## src/rtl/serial_pkg.sv

```systemverilog
`default_nettype none
// ============================================================================
// Module   : serial_pkg
// Brief    : Frame width, timeout default and rx FSM encodings shared by the
//            LED serial link transmitter and receiver.
// Revision : 1.0 - initial release
// ============================================================================
package serial_pkg;

    localparam int SERIAL_DATA_W          = 8;
    localparam int SERIAL_TIMEOUT_DEFAULT = 1024;

    typedef logic [1:0] rx_state_t;

    localparam rx_state_t RX_IDLE  = 2'd0;
    localparam rx_state_t RX_SHIFT = 2'd1;
    localparam rx_state_t RX_PUSH  = 2'd2;

endpackage
`default_nettype wire

```

## src/rtl/serial_rx_if.sv

```systemverilog
`default_nettype none
// ============================================================================
// Module   : serial_rx_if
// Brief    : Link inputs and CPU-side read port of the serial receiver.
// Revision : 1.0 - initial release
// ============================================================================
interface serial_rx_if
    import serial_pkg::*;
#(
    parameter int DATA_W = SERIAL_DATA_W
);
    logic              sclk;
    logic              sdata;
    logic              rd_en;
    logic              err_clr;
    logic [DATA_W-1:0] rd_data;
    logic              empty;
    logic              full;
    logic              overrun;
    logic              frame_err;

    modport master (
        output sclk, sdata, rd_en, err_clr,
        input  rd_data, empty, full, overrun, frame_err
    );

    modport slave (
        input  sclk, sdata, rd_en, err_clr,
        output rd_data, empty, full, overrun, frame_err
    );
endinterface
`default_nettype wire

```

## src/rtl/sync_fifo.sv

```systemverilog
`default_nettype none
// ============================================================================
// Module   : sync_fifo
// Brief    : First-word-fall-through FIFO with sticky overrun on a dropped push.
// Revision : 1.0 - initial release
// ============================================================================
module sync_fifo
    import serial_pkg::*;
#(
    parameter int DATA_W = SERIAL_DATA_W,
    parameter int DEPTH  = 4
) (
    input  wire logic              clk,
    input  wire logic              rst,
    input  wire logic              i_wr_en,
    input  wire logic [DATA_W-1:0] i_wr_data,
    input  wire logic              i_rd_en,
    input  wire logic              i_err_clr,
    output logic      [DATA_W-1:0] o_rd_data,
    output logic                   o_empty,
    output logic                   o_full,
    output logic                   o_overrun
);
    localparam int c_ADDR_W = $clog2(DEPTH);
    localparam int c_CNT_W  = c_ADDR_W + 1;

    logic [DATA_W-1:0]   r_mem_q    [DEPTH];
    logic [DATA_W-1:0]   w_mem_d    [DEPTH];
    logic [c_ADDR_W-1:0] r_wr_ptr_q, w_wr_ptr_d;
    logic [c_ADDR_W-1:0] r_rd_ptr_q, w_rd_ptr_d;
    logic [c_CNT_W-1:0]  r_count_q,  w_count_d;
    logic                r_overrun_q, w_overrun_d;
    logic                w_push, w_pop, w_drop;

    assign o_empty   = (r_count_q == '0);
    assign o_full    = (r_count_q == c_CNT_W'(DEPTH));
    assign o_rd_data = r_mem_q[r_rd_ptr_q];
    assign o_overrun = r_overrun_q;

    // A simultaneous pop frees the slot, so a push into a full FIFO still lands.
    assign w_pop  = i_rd_en & ~o_empty;
    assign w_push = i_wr_en & (~o_full | w_pop);
    assign w_drop = i_wr_en & o_full & ~w_pop;

    always_comb begin
        w_mem_d    = r_mem_q;
        w_wr_ptr_d = r_wr_ptr_q;
        w_rd_ptr_d = r_rd_ptr_q;
        w_count_d  = r_count_q;
        if (w_push) begin
            w_mem_d[r_wr_ptr_q] = i_wr_data;
            w_wr_ptr_d          = r_wr_ptr_q + 1'b1;
        end
        if (w_pop) begin
            w_rd_ptr_d = r_rd_ptr_q + 1'b1;
        end
        case ({w_push, w_pop})
            2'b10:   w_count_d = r_count_q + 1'b1;
            2'b01:   w_count_d = r_count_q - 1'b1;
            default: w_count_d = r_count_q;
        endcase
        if (w_drop) begin
            w_overrun_d = 1'b1;
        end else if (i_err_clr) begin
            w_overrun_d = 1'b0;
        end else begin
            w_overrun_d = r_overrun_q;
        end
    end

    always_ff @(posedge clk) begin
        if (rst) begin
            for (int i = 0; i < DEPTH; i++) begin
                r_mem_q[i] <= '0;
            end
            r_wr_ptr_q  <= '0;
            r_rd_ptr_q  <= '0;
            r_count_q   <= '0;
            r_overrun_q <= 1'b0;
        end else begin
            r_mem_q     <= w_mem_d;
            r_wr_ptr_q  <= w_wr_ptr_d;
            r_rd_ptr_q  <= w_rd_ptr_d;
            r_count_q   <= w_count_d;
            r_overrun_q <= w_overrun_d;
        end
    end
endmodule
`default_nettype wire

```

## src/rtl/serial_rx.sv

```systemverilog
`default_nettype none
// ============================================================================
// Module   : serial_rx
// Brief    : Oversampling receiver for the sclk/sdata LED link, MSB-first
//            frames buffered in a FWFT FIFO with overrun/frame-error flags.
// Revision : 1.0 - initial release
// ============================================================================
module serial_rx
    import serial_pkg::*;
#(
    parameter int DATA_W      = SERIAL_DATA_W,
    parameter int FIFO_DEPTH  = 4,
    parameter int TIMEOUT     = SERIAL_TIMEOUT_DEFAULT,
    parameter int SYNC_STAGES = 2
) (
    input  wire logic   clki,
    input  wire logic   rst,
    serial_rx_if.slave  bus
);
    localparam int c_CNT_W = $clog2(DATA_W + 1);
    localparam int c_TMO_W = $clog2(TIMEOUT + 1);
    localparam logic [c_CNT_W-1:0] c_LAST_BIT = c_CNT_W'(DATA_W - 1);
    localparam logic [c_TMO_W-1:0] c_TMO_LAST = c_TMO_W'(TIMEOUT - 1);

    logic [SYNC_STAGES-1:0] r_sclk_sync_q,  w_sclk_sync_d;
    logic [SYNC_STAGES-1:0] r_sdata_sync_q, w_sdata_sync_d;
    logic                   r_sclk_prev_q;
    rx_state_t              r_state_q, w_state_d;
    logic [DATA_W-1:0]      r_shift_q, w_shift_d;
    logic [c_CNT_W-1:0]     r_bit_cnt_q, w_bit_cnt_d;
    logic [c_TMO_W-1:0]     r_tmo_q, w_tmo_d;
    logic                   r_frame_err_q, w_frame_err_d;
    logic                   w_rise, w_bit, w_timeout, w_push, w_frame_err_set;

    // Both chains have equal depth so a data bit stays aligned with its clock edge.
    assign w_sclk_sync_d  = {r_sclk_sync_q[SYNC_STAGES-2:0],  bus.sclk};
    assign w_sdata_sync_d = {r_sdata_sync_q[SYNC_STAGES-2:0], bus.sdata};
    assign w_rise    = r_sclk_sync_q[SYNC_STAGES-1] & ~r_sclk_prev_q;
    assign w_bit     = r_sdata_sync_q[SYNC_STAGES-1];
    assign w_timeout = (r_tmo_q == c_TMO_LAST);

    always_ff @(posedge clki) begin
        if (rst) begin
            r_state_q <= RX_IDLE;
        end else begin
            r_state_q <= w_state_d;
        end
    end

    always_comb begin
        w_state_d = r_state_q;
        case (r_state_q)
            RX_IDLE:  if (w_rise) w_state_d = RX_SHIFT;
            RX_SHIFT: begin
                if (w_rise && r_bit_cnt_q == c_LAST_BIT) begin
                    w_state_d = RX_PUSH;
                end else if (!w_rise && w_timeout) begin
                    w_state_d = RX_IDLE;
                end
            end
            RX_PUSH:  w_state_d = w_rise ? RX_SHIFT : RX_IDLE;
            default:  w_state_d = RX_IDLE;
        endcase
    end

    always_comb begin
        w_push          = (r_state_q == RX_PUSH);
        w_frame_err_set = (r_state_q == RX_SHIFT) && !w_rise && w_timeout;
    end

    always_comb begin
        w_shift_d = w_rise ? {r_shift_q[DATA_W-2:0], w_bit} : r_shift_q;
        if (r_state_q == RX_SHIFT) begin
            w_bit_cnt_d = w_rise ? r_bit_cnt_q + 1'b1 : r_bit_cnt_q;
            w_tmo_d     = (w_rise || w_timeout) ? '0 : r_tmo_q + 1'b1;
        end else begin
            // A rise in IDLE or PUSH starts a new frame with its first bit taken.
            w_bit_cnt_d = w_rise ? c_CNT_W'(1) : '0;
            w_tmo_d     = '0;
        end
        if (w_frame_err_set) begin
            w_frame_err_d = 1'b1;
        end else if (bus.err_clr) begin
            w_frame_err_d = 1'b0;
        end else begin
            w_frame_err_d = r_frame_err_q;
        end
    end

    always_ff @(posedge clki) begin
        if (rst) begin
            r_sclk_sync_q  <= '0;
            r_sdata_sync_q <= '0;
            r_sclk_prev_q  <= 1'b0;
            r_shift_q      <= '0;
            r_bit_cnt_q    <= '0;
            r_tmo_q        <= '0;
            r_frame_err_q  <= 1'b0;
        end else begin
            r_sclk_sync_q  <= w_sclk_sync_d;
            r_sdata_sync_q <= w_sdata_sync_d;
            r_sclk_prev_q  <= r_sclk_sync_q[SYNC_STAGES-1];
            r_shift_q      <= w_shift_d;
            r_bit_cnt_q    <= w_bit_cnt_d;
            r_tmo_q        <= w_tmo_d;
            r_frame_err_q  <= w_frame_err_d;
        end
    end

    assign bus.frame_err = r_frame_err_q;

    sync_fifo #(
        .DATA_W (DATA_W),
        .DEPTH  (FIFO_DEPTH)
    ) u_fifo (
        .clk       (clki),
        .rst       (rst),
        .i_wr_en   (w_push),
        .i_wr_data (r_shift_q),
        .i_rd_en   (bus.rd_en),
        .i_err_clr (bus.err_clr),
        .o_rd_data (bus.rd_data),
        .o_empty   (bus.empty),
        .o_full    (bus.full),
        .o_overrun (bus.overrun)
    );
endmodule
`default_nettype wire

```

## src/flat_wrapper.sv

```systemverilog
// flat-port wrapper written by rule: the top's interface ports become plain ports
module serial_rx_flat import serial_pkg::*;
#(
    parameter int DATA_W      = SERIAL_DATA_W,
    parameter int FIFO_DEPTH  = 4,
    parameter int TIMEOUT     = SERIAL_TIMEOUT_DEFAULT,
    parameter int SYNC_STAGES = 2
)
  (clki, rst, bus_sclk, bus_sdata, bus_rd_en, bus_err_clr, bus_rd_data, bus_empty, bus_full, bus_overrun, bus_frame_err);
  serial_rx_if #(.DATA_W(DATA_W)) bus_i ();
  input  wire logic clki;
  input  wire logic rst;
  input wire logic [$bits(bus_i.sclk)-1:0] bus_sclk;
  input wire logic [$bits(bus_i.sdata)-1:0] bus_sdata;
  input wire logic [$bits(bus_i.rd_en)-1:0] bus_rd_en;
  input wire logic [$bits(bus_i.err_clr)-1:0] bus_err_clr;
  output wire logic [$bits(bus_i.rd_data)-1:0] bus_rd_data;
  output wire logic [$bits(bus_i.empty)-1:0] bus_empty;
  output wire logic [$bits(bus_i.full)-1:0] bus_full;
  output wire logic [$bits(bus_i.overrun)-1:0] bus_overrun;
  output wire logic [$bits(bus_i.frame_err)-1:0] bus_frame_err;
  assign bus_i.sclk = bus_sclk;
  assign bus_i.sdata = bus_sdata;
  assign bus_i.rd_en = bus_rd_en;
  assign bus_i.err_clr = bus_err_clr;
  assign bus_rd_data = bus_i.rd_data;
  assign bus_empty = bus_i.empty;
  assign bus_full = bus_i.full;
  assign bus_overrun = bus_i.overrun;
  assign bus_frame_err = bus_i.frame_err;
  serial_rx #(.DATA_W(DATA_W), .FIFO_DEPTH(FIFO_DEPTH), .TIMEOUT(TIMEOUT), .SYNC_STAGES(SYNC_STAGES)) u_core (.clki(clki), .rst(rst), .bus(bus_i));
endmodule
```

## config.mk

```make
export PLATFORM = sky130hd
export DESIGN_NAME = serial_rx_flat
export DESIGN_NICKNAME = d
export VERILOG_FILES = /design/src/rtl/serial_pkg.sv /design/src/rtl/serial_rx_if.sv /design/src/rtl/sync_fifo.sv /design/src/rtl/serial_rx.sv /design/src/flat_wrapper.sv
export SDC_FILE = /design/constraint.sdc
export NUM_CORES = 1
export LEC_CHECK = 0
export CORE_MARGIN = 2
export CORE_UTILIZATION = 39
export DETAILED_ROUTE_END_ITERATION = 8
export SKIP_CTS_REPAIR_TIMING = 1
export SYNTH_ARGS = -nofsm -noshare
export SYNTH_HDL_FRONTEND = slang
export SYNTH_SLANG_ARGS = --single-unit
```

## constraint.sdc

```tcl
create_clock -name clki -period 2.3 [get_ports clki]
set_input_delay 0.46 -clock clki [delete_from_list [all_inputs] [get_ports clki]]
set_output_delay 0.46 -clock clki [all_outputs]
set_load 0.02 [all_outputs]
```

Word level (Yosys, flattened, before mapping)
Cells that the tools add are included.
- register bits after elaboration: 71
- input port bits: 6
- output and inout bits: 12
- word-level logic and storage cells: 80
- add/subtract/negate cells: 6
- $lt $le $gt $ge: 3
- equality and inequality tests: 10
- muxes and demuxes: 18
- bitwise gates (word level): 13
- reductions and logical operators: 14
- operators with widths (cell ; count):
    $bwmux 32 ; 1
    $mux 8 ; 3
    $bmux 8 s2 ; 1
    $demux 8 s2 ; 1
    $add 11x1->11 const B ; 1
    $eq 11x10->1 const B ; 1
    $mux 4 ; 2
    $ge 3x3->1 const B ; 2
    $mux 2 ; 3
    $not 2->3 ; 2
    $pmux 2 s3 ; 1
    $pmux 3 s2 ; 1
    $reduce_bool 2->1 ; 3
    $and 1x1->1 ; 5
    $logic_and 1x1->1 ; 5
    $mux 1 ; 5
    $not 1->1 ; 5
    $add 2x1->2 const B ; 2
    $add 4x1->4 const B ; 1
    $eq 2x1->1 const B ; 2
    $eq 2x2->1 const B ; 2
    $eq 4x3->1 const B ; 1
    $ne 2x1->1 const B ; 2
    $add 3x1->3 const B ; 1
    other kinds (11) ; 11

Depth between registers and ports, before layout
- word-level depth: 7
- gate-level depth with buffers: 9
- mapped depth without buffers: 9

Modules after synthesis
From an unflattened synthesis, not the netlist that was laid out.
- cell total of the unflattened synthesis: 311
- area total of the unflattened synthesis: 3223.1 µm²
- modules (own cells, without submodules) (module ; instances ; cells each ; area an instance (µm²) ; seq. area each (µm²)):
    sync_fifo ; 1 ; 180 ; 1958.1 ; 800.8
    serial_rx ; 1 ; 131 ; 1265.0 ; 620.6

Worst setup path before layout
Ideal clock, no wire load.
- path kind: input -> register
- start: in bus_rd_en
- end: reg u_core.u_fifo.r_count_q[2]
- setup time: 70 ps
- arrival time: 2222 ps
- data required time: 2230 ps
- path slack: 8 ps
- stages on the path: 9
- path buffers: 0
- cell sequence: nor4b_4 -> nor3b_1 -> inv_1 -> ha_1 -> inv_1 -> fa_1 -> xor2_1 -> or3_1 -> a21oi_1
- cells in the longest elaborated chain, start to end: 5
- elaborated cells between the ends (all ways): 7
- classes of those cells: 2 x eq/ne; 1 x mux; 3 x bitwise; 1 x reduce/logical
- RTL lines (what ; line ; RTL):
    from (decl) ; flat_wrapper.sv:15 ; input wire logic [$bits(bus_i.rd_en)-1:0] bus_rd_en;
    $and 1x1->1 (*) ; sync_fifo.sv:41 ; assign w_pop = i_rd_en & ~o_empty;
    $or 1x1->1 ; sync_fifo.sv:42 ; assign w_push = i_wr_en & (~o_full | w_pop);
    $and 1x1->1 ; sync_fifo.sv:42 ;
    $eq 2x1->1 / $eq 2x2->1 (equally long branches) ; sync_fifo.sv:57 ; case ({w_push, w_pop})
    $pmux 3 s2 / $reduce_bool 2->1 (equally long branches) ; n/a ;
    to (signal assigned) ; sync_fifo.sv:84 ; r_count_q <= w_count_d;
    to (decl) ; sync_fifo.sv:31 ; logic [c_CNT_W-1:0] r_count_q, w_count_d;
Every way passes the cells marked *; elsewhere a longest branch is shown, timed or not.
A chain may end at the register's enable or synchronous reset.

Worst setup path after layout
- start: reg u_core.u_fifo.r_rd_ptr_q[1]
- end: out bus_rd_data[7]
- cells in the longest elaborated chain, start to end: 4
- RTL lines (what ; line ; RTL):
    from (decl) ; sync_fifo.sv:30 ; logic [c_ADDR_W-1:0] r_rd_ptr_q, w_rd_ptr_d;
    from (signal assigned) ; sync_fifo.sv:83 ; r_rd_ptr_q <= w_rd_ptr_d;
    $not 2->3 (not written as such) ; sync_fifo.sv:37 ; assign o_rd_data = r_mem_q[r_rd_ptr_q];
    $bmux 8 s2 ; sync_fifo.sv:37 ;
    $mux 8 (not written as such) (2 in a row) ; sync_fifo.sv:37 ;
    to (decl) ; flat_wrapper.sv:17 ; output wire logic [$bits(bus_i.rd_data)-1:0] bus_rd_data;
Every way passes these cells. The select of a mux whose other input is x is not followed.

==> flow_summary.json <==
{
  "grt-ovfl-total": 0,
  "hold_start": "u_core.r_sdata_sync_q[0]$_SDFF_PP0_",
  "drt_iter0_drc": 71,
  "clock_sinks": 71,
  "yosysUniqueCellTypes": 36,
  "die-area_um2": 8435,
  "fin_crit_sh_pct": 97.01,
  "finalClockSkew_ps": 5.261,
  "diodes": 0,
  "core_area_um2": 7607,
  "die_w_um": 91.84,
  "cts_tree": "yes",
  "routed_wl_um": 5326,
  "multi_input_area_um2": 1453,
  "crit_type": "flip-flop to primary output",
  "design_power_total_mw": 2.327,
  "worstSetupStartpoint": "u_core.u_fifo.r_rd_ptr_q[1]$_SDFFE_PP0P_",
  "cpLargestDelayFamily": "buffers and inverters",
  "crit_path_max_incr_delay_ps": 560,
  "grt_antenna_before_repair": 0,
  "clk_pin_slew_ps": 70,
  "max_freq_mhz": 448.2,
  "cts_root_buffer": "clkbuf_8",
  "crit_buf_inv": 1,
  "setup_viol_count_final": 0,
  "drt-wirelength-per-cell_um": 12.41,
  "ys_ff_latch": 71,
  "ys.warnings.count": 0,
  "path_cells": "mux4_2, clkdlybuf4s50_1",
  "ir_drop_v": 0.0002800,
  "htree_levels": 3,
  "nNetsFinal": 336,
  "cts_inserted_buffers": 9,
  "grt_max_degree": 57,
  "clock_latency_ps": 340,
  "areaGrowthSynthToFinish_pct": 17.67,
  "hp-class": "flip-flop to flip-flop",
  "rsz0062_at_grt": "no",
  "synth_area_um2": 3009,
  "dr.pass1.iters": 4,
  "io_pins": 18,
  "rows": 32,
  "io_buffers": 17,
  "rr_startpoint": "u_core.u_fifo.r_count_q[0]$_SDFFE_PP0P_",
  "grtUsageTotal_pct": 13.70,
  "finalCriticalPeriod_ps": 2231,
  "place_area_um2": 3324,
  "ys_seq_area_share_pct": 47.23,
  "final_area_um2": 3541,
  "worst_pin_slew_ps": 574.2,
  "slew-limit-headroom_pct": 61.72,
  "first_global_vias": 1930,
  "initial_core_util_pct": 39.56,
  "whs_ps": 443.6,
  "gp_congestion": 0.7250,
  "crit_path_start_kind": "flip-flop",
  "cp_slowest_cell": "clkdlybuf4s50_1",
  "num_vias": 2033,
  "remaining_drc_errors": 0,
  "maxCapViolCount": 0,
  "ant_nets": 0,
  "critPathCaptureType": "primary output",
  "dp_hpwl_um": 3499,
  "layout-drive-gt1-share_pct": 14.98,
  "power.density_nw_per_um2": 657.1,
  "nFillCells": 723,
  "syn_area_per_cell_um2": 10.17,
  "p_leak_nw": 1.301,
  "syn_nets": 310,
  "arrival_ps": 1770,
  "critPathRequiredTime_ps": 1840,
  "die_h_um": 91.84,
  "instances_no_fill": 429,
  "grt_first_pass_wirelength_um": 9135,
  "place_inst": 413,
  "netlist_instances": 296,
  "run_status": "finished clean",
  "routed_via_density": 4.739,
  "final_hold_viol_count": 0,
  "clk_path_buf_depth": 2,
  "slew_viol_final": 0,
  "seqCellArea_um2": 1424,
  "crit_path_max_fanout": 2
}
==> layout by cell type, fill, tap and decap left out, drive strengths merged, types with 7 or more instances in the layout <==
master,instances
dfxtp,71
nor2,56
mux2i,33
nand2,24
buf,16
a21oi,13
inv,10
clkbuf,10
xnor2,9
mux4,8
clkdlybuf4s50,8
dlymetal6s2s,8
ha,7
==> cell families after synthesis <==
kind of cell,share of synthesized area [%]
flops,47.23
mux,16.96
compound gates,4.033
fa+ha+maj,3.576
xor+xnor,4.366
buf+inv,4.657
simple gates,19.17
==> area by class of cell <==
cell class | count | area share (%)
Clock inverter | 6 | 1.731
Tap cell | 102 | 3.604
Sequential cell | 71 | 40.21
Multi-Input combinational cell | 198 | 41.02
Timing Repair Buffer | 32 | 8.763
Inverter | 10 | 1.060
Clock buffer | 10 | 3.604
==> registers in the layout (all words and copies together), names as in the netlist <==
register and flops:
u_core.r_bit_cnt_q 4, u_core.u_fifo.r_count_q 3, u_core.u_fifo.o_overrun 1, u_core.u_fifo.r_rd_ptr_q 2, u_core.u_fifo.r_wr_ptr_q 2, u_core.r_tmo_q 11, u_core.r_state_q 2, u_core.r_sclk_sync_q 2
u_core.r_sclk_prev_q 1, u_core.bus.frame_err 1, u_core.r_shift_q 8, u_core.r_sdata_sync_q 2, u_core.u_fifo.r_mem_q 32
==> stage by stage <==
| stage | util, % | setup WS [ps] | setup TNS, ps |
|---|---|---|---|
| final | 46.55 | 68.71 | 0 |
| after detailed placement | 43.70 | -344.9 | -450.4 |
| after CTS | 46.18 | -119.7 | -727.6 |
| after global placement | 43.70 | -233.7 | -244.3 |
| after global routing | 46.55 | 2.039 | 0 |
| after floorplan | - | 7.827 | 0 |
==> final timing paths <==
path / endpoint / depth (start not counted) / slack [ps]
worst max-delay path: bus_rd_data[7] / 2 / 70
worst min-delay path: u_core.r_sdata_sync_q[1]$_SDFF_PP0_ / 1 / 440
worst max register to register: u_core.u_fifo.r_count_q[2]$_SDFFE_PP0P_ / 9 / 200
worst min register to register: u_core.r_sdata_sync_q[1]$_SDFF_PP0_ / 1 / 440
==> routing by layer <==
| layer | up-vias | GRT usage [%] | share of wire [%] |
|---|---|---|---|
| met5 | - | 0 | 0 |
| met4 | 0 | 6.716 | 1.7 |
| met3 | 6 | 2.876 | 3.1 |
| met2 | 24 | 21.20 | 46 |
| met1 | 959 | 18.23 | 49 |
| li1 | 1044 | - | - |
==> synth_stat cells <==
master	instances	area (um^2)
a21oi_1	13	65.06
a221oi_1	1	8.760
a22o_1	1	8.760
a41oi_1	1	8.760
and3_1	1	6.260
buf_1	1	3.750
buf_2	4	20.02
buf_4	1	7.510
buf_6	4	45.04
clkbuf_1	7	26.28
dfxtp_1	71	1421
fa_1	1	20.02
ha_1	7	87.58
inv_1	10	37.54
mux2i_1	33	330.3
mux4_2	8	180.2
nand2_1	24	90.09
nand2b_1	6	37.54
nand3_1	4	20.02
nand3b_1	2	15.01
nand4_1	2	12.51
nor2_1	55	206.5
nor2_4	1	11.26
nor2b_1	6	37.54
nor3_1	2	10.01
nor3b_1	1	7.510
nor4_1	2	12.51
nor4b_4	1	23.77
nor4bb_2	4	65.06
o21ai_0	2	10.01
o311a_1	1	10.01
o31a_2	1	10.01
or3_1	2	12.51
or3b_1	1	8.760
xnor2_1	9	78.83
xor2_1	6	52.55
==> where the power goes <==
| part | switching, mW | internal (mW) | total [mW] |
|---|---|---|---|
| logic | 0.0641 | 0.0572 | 0.121 |
| clock network | 0.456 | 0.497 | 0.953 |
| registers | 0.0114 | 1.24 | 1.25 |
| total | 0.532 | 1.79 | 2.33 |
Note: power is estimated with default switching activity, not from simulation.
